## config.mk

```make
export PLATFORM = sky130hd
export DESIGN_NAME = mat_mult_stream_ctrl
export DESIGN_NICKNAME = d
export VERILOG_FILES = /design/src/rtl/mat_mult_stream_ctrl.sv
export SDC_FILE = /design/constraint.sdc
export NUM_CORES = 1
export LEC_CHECK = 0
export ABC_AREA = 1
export CAP_MARGIN = 30
export CELL_PAD_IN_SITES_DETAIL_PLACEMENT = 1
export CELL_PAD_IN_SITES_GLOBAL_PLACEMENT = 1
export CORE_AREA = 4 4 261 263
export CTS_CLUSTER_DIAMETER = 100
export DETAILED_ROUTE_END_ITERATION = 10
export DIE_AREA = 0 0 265 267
export MAX_ROUTING_LAYER = met4
export PLACE_DENSITY_LB_ADDON = 0.12
export SLEW_MARGIN = 20
export SYNTH_ARGS = -nofsm -noshare
export SYNTH_HDL_FRONTEND = slang
export SYNTH_SLANG_ARGS = --single-unit
```

## constraint.sdc

```tcl
create_clock -name clk -period 2.05 [get_ports clk]
set_clock_uncertainty 0.15 [all_clocks]
set_input_delay 0.41 -clock clk [delete_from_list [all_inputs] [get_ports clk]]
set_output_delay 0.41 -clock clk [all_outputs]
set_load 0.03 [all_outputs]
```

## src/rtl/mat_mult_stream_ctrl.sv

```systemverilog
// mat_mult_stream_ctrl: stream front-end for the 4x4 8-bit matrix multiplier.
// Packs 8 input words into mat_A/mat_B, waits out the multiplier, buffers mat_C, drains 8 words.
//   clk, rst_n             : clock, async active-low reset
//   in_valid_i/in_ready_o  : operand word handshake, in_data_i = 4 little-endian bytes
//   mat_A_o, mat_B_o       : operands, element i = row i/4, col i%4
//   mat_C_i                : multiplier result, same layout, 16-bit elements
//   out_valid_o/out_ready_i: result word handshake, out_data_o = 2 elements, out_last_o on 8th
//   busy_o                 : load, compute or drain in progress
module mat_mult_stream_ctrl #(
  parameter int unsigned MULT_LATENCY = 1
) (
  input  logic              clk,
  input  logic              rst_n,
  input  logic              in_valid_i,
  output logic              in_ready_o,
  input  logic [31:0]       in_data_i,
  output logic [15:0][7:0]  mat_A_o,
  output logic [15:0][7:0]  mat_B_o,
  input  logic [15:0][15:0] mat_C_i,
  output logic              out_valid_o,
  input  logic              out_ready_i,
  output logic [31:0]       out_data_o,
  output logic              out_last_o,
  output logic              busy_o
);

  typedef enum logic [1:0] {
    IN_LOAD,
    IN_WAIT,
    IN_HOLD
  } in_st_t;

  localparam logic [3:0] LAT = 4'(MULT_LATENCY);

  in_st_t             st;
  logic [2:0]         in_cnt;
  logic [3:0]         wait_cnt;
  logic [15:0][15:0]  rbuf;
  logic               buf_full;
  logic [2:0]         out_cnt;

  logic in_hs;
  logic out_hs;
  logic last_hs;
  logic cap;

  assign in_hs   = in_valid_i & in_ready_o;
  assign out_hs  = buf_full & out_ready_i;
  assign last_hs = out_hs & (out_cnt == 3'd7);
  // Capture may reuse the buffer on the very edge its last word leaves.
  assign cap     = (st == IN_HOLD) & (~buf_full | last_hs);

  always_ff @(posedge clk or negedge rst_n) begin
    if (!rst_n) begin
      st         <= IN_LOAD;
      in_cnt     <= 3'd0;
      wait_cnt   <= 4'd0;
      in_ready_o <= 1'b1;
      mat_A_o    <= '0;
      mat_B_o    <= '0;
    end else begin
      unique case (st)
        IN_LOAD: begin
          if (in_hs) begin
            for (int b = 0; b < 4; b++) begin
              if (!in_cnt[2])
                mat_A_o[{in_cnt[1:0], 2'(b)}] <= in_data_i[8*b +: 8];
              else
                mat_B_o[{in_cnt[1:0], 2'(b)}] <= in_data_i[8*b +: 8];
            end
            if (in_cnt == 3'd7) begin
              in_cnt     <= 3'd0;
              wait_cnt   <= LAT;
              st         <= IN_WAIT;
              in_ready_o <= 1'b0;
            end else begin
              in_cnt <= in_cnt + 3'd1;
            end
          end
        end
        IN_WAIT: begin
          // Leave on the edge the counter reaches zero.
          if (wait_cnt <= 4'd1) begin
            wait_cnt <= 4'd0;
            st       <= IN_HOLD;
          end else begin
            wait_cnt <= wait_cnt - 4'd1;
          end
        end
        IN_HOLD: begin
          if (cap) begin
            st         <= IN_LOAD;
            in_ready_o <= 1'b1;
          end
        end
        default: begin
          st         <= IN_LOAD;
          in_ready_o <= 1'b1;
        end
      endcase
    end
  end

  always_ff @(posedge clk or negedge rst_n) begin
    if (!rst_n) begin
      rbuf     <= '0;
      buf_full <= 1'b0;
      out_cnt  <= 3'd0;
    end else if (cap) begin
      rbuf     <= mat_C_i;
      buf_full <= 1'b1;
      out_cnt  <= 3'd0;
    end else if (out_hs) begin
      if (out_cnt == 3'd7) begin
        buf_full <= 1'b0;
        out_cnt  <= 3'd0;
      end else begin
        out_cnt <= out_cnt + 3'd1;
      end
    end
  end

  assign out_valid_o = buf_full;
  assign out_data_o  = {rbuf[{out_cnt, 1'b1}], rbuf[{out_cnt, 1'b0}]};
  assign out_last_o  = buf_full & (out_cnt == 3'd7);
  assign busy_o      = (st != IN_LOAD) | (in_cnt != 3'd0) | buf_full;

endmodule

```

Word-level counts from Yosys, hierarchy flattened. Index checks and enable logic that the tools add are counted.

Input bits: 292. Memories: 0. Memory bits (writable): 0. Bits in registers: 526. Logic and storage cells: 161. Latch bits: 0. Output and inout bits: 292. Bits in read-only memories: 0.

$mul: 0. Magnitude comparators: 11. $add $sub $neg: 3. Bitwise logic cells: 10. Equality and inequality tests: 8. Divide/modulo/power cells: 0. Shift-type cells: 0. Reduce and logical (&&, ||, !) cells: 15. Mux-type cells: 60.

Operators with widths (count): 128-bit 2-to-1 mux (20); 128-bit bitwise mux (8); 16-bit binary-select mux with 3-bit select (2); 8-bit demux with 2-bit select (4); 16-bit 2-to-1 mux (2); 8-bit 2-to-1 mux (4); 4-bit by 5-bit less-than comparator with 1-bit output, second input constant (6); 4-bit by 1-bit greater-or-equal comparator with 1-bit output, second input constant (4); 3-bit 2-to-1 mux (4); 4-bit 2-to-1 mux (3); 2-bit 2-to-1 mux (4); 2-bit != test, second input constant (4); 4-bit one-hot mux with 2 select lines (1); 4-bit AND reduction (2); 2-bit nonzero test (4); 3-bit by 1-bit adder with 3-bit output, second input constant (2); 3-bit equality test, second input constant (2); 1-bit 2-to-1 mux (6); 2-bit one-hot mux with 3 select lines (1); 1-bit bitwise AND (5); 4-bit by 1-bit <= comparator with 1-bit output, second input constant (1); 1-bit logical AND (4); 2-bit AND reduction (2); 4-bit by 1-bit subtractor with 4-bit output, second input constant (1); 8 further kinds (11).

Longest topological paths before layout.
Word-level depth: 18. Gate-level depth with buffers: 9. Mapped depth without buffers: 9.

Worst setup path before layout. Ideal clock, no wire load.

Path kind: reg2out. Start point: register in_cnt[0]. End point: output busy_o. Setup slack: -0.117 ns. Required time: 1.490 ns. Cell stages (with the launch flop): 6. Path buffers: 2. Data arrival time: 1.607 ns. Path through: dfrtp_1 -> inv_1 -> ha_1 -> clkbuf_1 -> clkbuf_1 -> nand4_1.

Cells in the longest elaborated chain, start to end: 3.

Ends and longest elaborated chain: start: declaration (line 36) `logic [2:0] in_cnt;`; start signal: assignment (line 77) `in_cnt <= in_cnt + 3'd1;`; 3-bit nonzero test (line 126) `assign busy_o = (st != IN_LOAD) | (in_cnt != 3'd0) | buf_full;`; 1-bit OR (2 in a row) (line 126); end: declaration (line 24) `output logic busy_o`.

No other way between the ends.

Final worst setup path.
Start point: register out_cnt[0]. End point: output out_data_o[6].

Cells in the longest elaborated chain, start to end: 2.

Ends and longest elaborated chain: start: declaration (line 40) `logic [2:0] out_cnt;`; start signal: assignment (line 118) `out_cnt <= out_cnt + 3'd1;`; 16-bit binary-select mux with 3-bit select (line 124) `assign out_data_o = {rbuf[{out_cnt, 1'b1}], rbuf[{out_cnt, 1'b0}]};`; 16-bit 2-to-1 mux (not written as such) (line 124); end: declaration (line 22) `output logic [31:0] out_data_o,`.

No other way between the ends. The select of a mux whose other input is x is not followed.

==> flow_summary.json <==
{
  "status": "finished with violations",
  "violations": "setup timing",
  "gp_congestion": 0.896,
  "start_util_pct": 35.9,
  "clkLatencyLatePin_ps": 630,
  "grt_usage_pct": 31.2,
  "period_share_pct": 138,
  "preCtsSetupSlack_ps": -215,
  "grt_pass1_wl_um": 163000,
  "crit_path_end_kind": "output port",
  "cts.sinks": 526,
  "cts_buffer_depth": 3,
  "final-instance-count-excl-fill": 4576,
  "path_clk_slew_ps": 60,
  "reg2regPathDepth": 10,
  "slew-limit-headroom_pct": 58.7,
  "cp_num_cells": 9,
  "worst-path-buf-inv": 4,
  "cts_tree": "built",
  "htree_levels": 2,
  "synth.distinct_cells": 21,
  "via_per_inst": 5.16,
  "maxSlewViolCount": 0,
  "drc_errors": 0,
  "wire_per_inst_um": 24.5,
  "dr.pass1.iters": 5,
  "grt_pass1_vias": 25482,
  "setup_viol": 293,
  "die_area_sq_mm": 0.0708,
  "rows": 94,
  "critPathKind": "flip-flop to output port",
  "place_hpwl_um": 78300,
  "synthMostInstantiatedCell": "nand2_1",
  "yosys.area.top_type_share_pct": 55.8,
  "async_reset_ff_share_pct": 100,
  "dr_total_vias": 23599,
  "required_ps": 1490,
  "yosysTopAreaCell": "dfrtp_1",
  "period_minus_slack_ps": 2840,
  "drt_iter0_drc": 1657,
  "crit_chain": "clkinv_8 -> buf_12 -> clkbuf_16 -> nand2_2 -> nand3_2 -> nand2_1 -> nand2_1 -> nand2_2 -> buf_6",
  "drive_above_1_share_pct": 18.5,
  "critPathMaxFanout": 8,
  "synthTopCellsByCount": "nand2_1 (1087), dfrtp_1 (525), nand3_1 (356)",
  "syn2layout_area_growth_pct": 52.8,
  "synth_warnings": 0,
  "slowest_delay_ps": 550,
  "gr-total-overflow": 0,
  "die_w_um": 265,
  "ys_ff_latch": 526,
  "fill_cells": 7537,
  "synthesis.nets": 3303,
  "core_area_sq_mm": 0.0656,
  "yosys_most_used_dff": "dfrtp_1",
  "tightest_slew_ps": 619,
  "synth.area.top_cells": "dfrtp_1 (56%), nand2_1 (17%), nand3_1 (7.6%), a21oi_1 (4.8%), nor2_1 (4.7%)",
  "die_y_um": 267,
  "rsz0062_at_grt": "yes",
  "ir_worst_vdd_v": 0.000890,
  "final_nets": 3959,
  "fin_ws_ps": -787,
  "ant_nets": 0,
  "critical-path-top-delay-family": "buffers and inverters",
  "rr_startpoint": "out_cnt[0]$_DFFE_PN0P_",
  "cap_viol_max_count": 0,
  "dpl.cell_count": 4390,
  "p_leak_uw": 0.0188,
  "hold_viol": 0,
  "ctsRootBufferMaster": "clkbuf_16",
  "cp-start-kind": "flip-flop",
  "final_core_utilization_pct": 54.8,
  "synth.cell_area_sq_mm": 0.0235,
  "syn_area_per_cell_sq_um": 7.84,
  "cpMaxStageDelayCell": "dfrtp_4",
  "worstPathArrival_ps": 2280,
  "hold_path_class": "primary input to async pin",
  "synth_edf_count": 0,
  "r2r-end": "rbuf[239]$_DFFE_PN0N_",
  "ios": 584,
  "numCtsBuffers": 59,
  "fmax_ghz": 0.353,
  "yosysSeqAreaShare_pct": 55.9,
  "antenna_found_initial": 8,
  "portBuffers": 583,
  "power_density_mw_per_mm2": 1610,
  "grt_max_degree": 71,
  "ff2ff_setup_slack_ps": -360,
  "synth_cells": 3001,
  "routed_wl_um": 112000
}
[repair_timing]
| action | CTS | global route |
|---|---|---|
| buffers inserted | 24 | 14 |
| endpoints found under the hold margin | 350 | 0 |
| resized for setup | 598 | 202 |
| endpoints found under the setup margin | 532 | 332 |
| hold buffers | 1 | 0 |
| pin swaps | 60 | 73 |
| cloned | 23 | 11 |
[flip-flops by register name, indices dropped and copies added (netlist names)]
register	flops
in_ready_o	1
out_valid_o	1
wait_cnt	4
out_cnt	3
st	2
mat_B_o	128
in_cnt	3
rbuf	256
mat_A_o	128
[cells by family after synthesis]
family	Yosys count	share of synthesized area, %
adder cells (fa/ha/maj)	10	0.532
XOR/XNOR	1	0.0372
AO/OA/AOI/OAI	239	5.08
AND/OR/NAND/NOR	1746	29.9
flip-flops	526	55.9
buffers and inverters	479	8.48
[final cells by class]
type	instances	area, sq um	share of cell area [%]
Clock buffer	87	1690	4.70
Multi-Input combinational cell	1997	9460	26.3
Tap cell	864	1080	3.01
Antenna cell	7	17.5	0.0487
Inverter	271	1030	2.87
Clock inverter	22	307	0.853
Timing Repair Buffer	802	9190	25.6
Sequential cell	526	13200	36.6
[report_power, final]
part / internal, uW / switching [uW]
registers: 14200 / 2170
clock network: 6480 / 4640
logic: 10400 / 19700
total: 31200 / 26600
[layout by cell type (no fill, tap or decap), types with 6 or more instances in the layout]
master	Yosys	routed
o21ai_0	14	14
nand2_2	1	125
clkbuf_8	0	11
clkbuf_16	0	69
dfrtp_1	525	519
buf_4	17	77
a21oi_1	225	202
bufinv_16	0	6
a21oi_2	0	23
nand2_1	1087	944
clkdlybuf4s15_1	0	40
clkdlybuf4s15_2	0	29
dlygate4sd2_1	0	187
buf_8	0	14
nand2_4	0	18
clkinv_2	0	10
buf_16	0	19
clkbuf_1	70	17
clkdlybuf4s50_1	0	290
diode_2	0	7
nor2_1	293	216
buf_12	0	76
nand3_2	0	40
nand3_1	356	315
nor2_4	4	22
inv_1	268	265
buf_6	0	50
bufbuf_16	0	8
nor2_2	2	61
[worst max path at each step]
stage | from | to
CTS | out_cnt[1]$_DFFE_PN0P_ | out_data_o[17]
global route | out_cnt[0]$_DFFE_PN0P_ | out_data_o[8]
finish | out_cnt[0]$_DFFE_PN0P_ | out_data_o[6]
detailed placement | out_cnt[0]$_DFFE_PN0P_ | out_data_o[17]
global placement | out_cnt[0]$_DFFE_PN0P_ | out_data_o[17]
floorplan | in_cnt[0]$_DFFE_PN0P_ | busy_o
[metal layers]
metal	GRT usage, %	part of all wire (%)	vias to the layer above
met5	-	0	-
met4	9.45	3.6	0
met3	7.52	6.9	180
met2	52.2	50	755
met1	37.7	40	12082
li1	-	-	10582
[through the flow]
stage | total power, uW | instance area, sq um | setup TNS, ps | hold slack, ps
5_1_grt | 60500 | 36000 | -106940 | 88.1
4_1_cts | 56300 | 34900 | -70340 | 71.7
6_report | 57700 | 36000 | -79860 | 90.4
2_1_floorplan | 30400 | 23500 | 0 | -35.6
3_5_place_dp | 44200 | 31400 | -35440 | 153
3_3_place_gp | 43600 | 31400 | -12190 | 154
No activity file was read; power rests on OpenSTA's default activity.
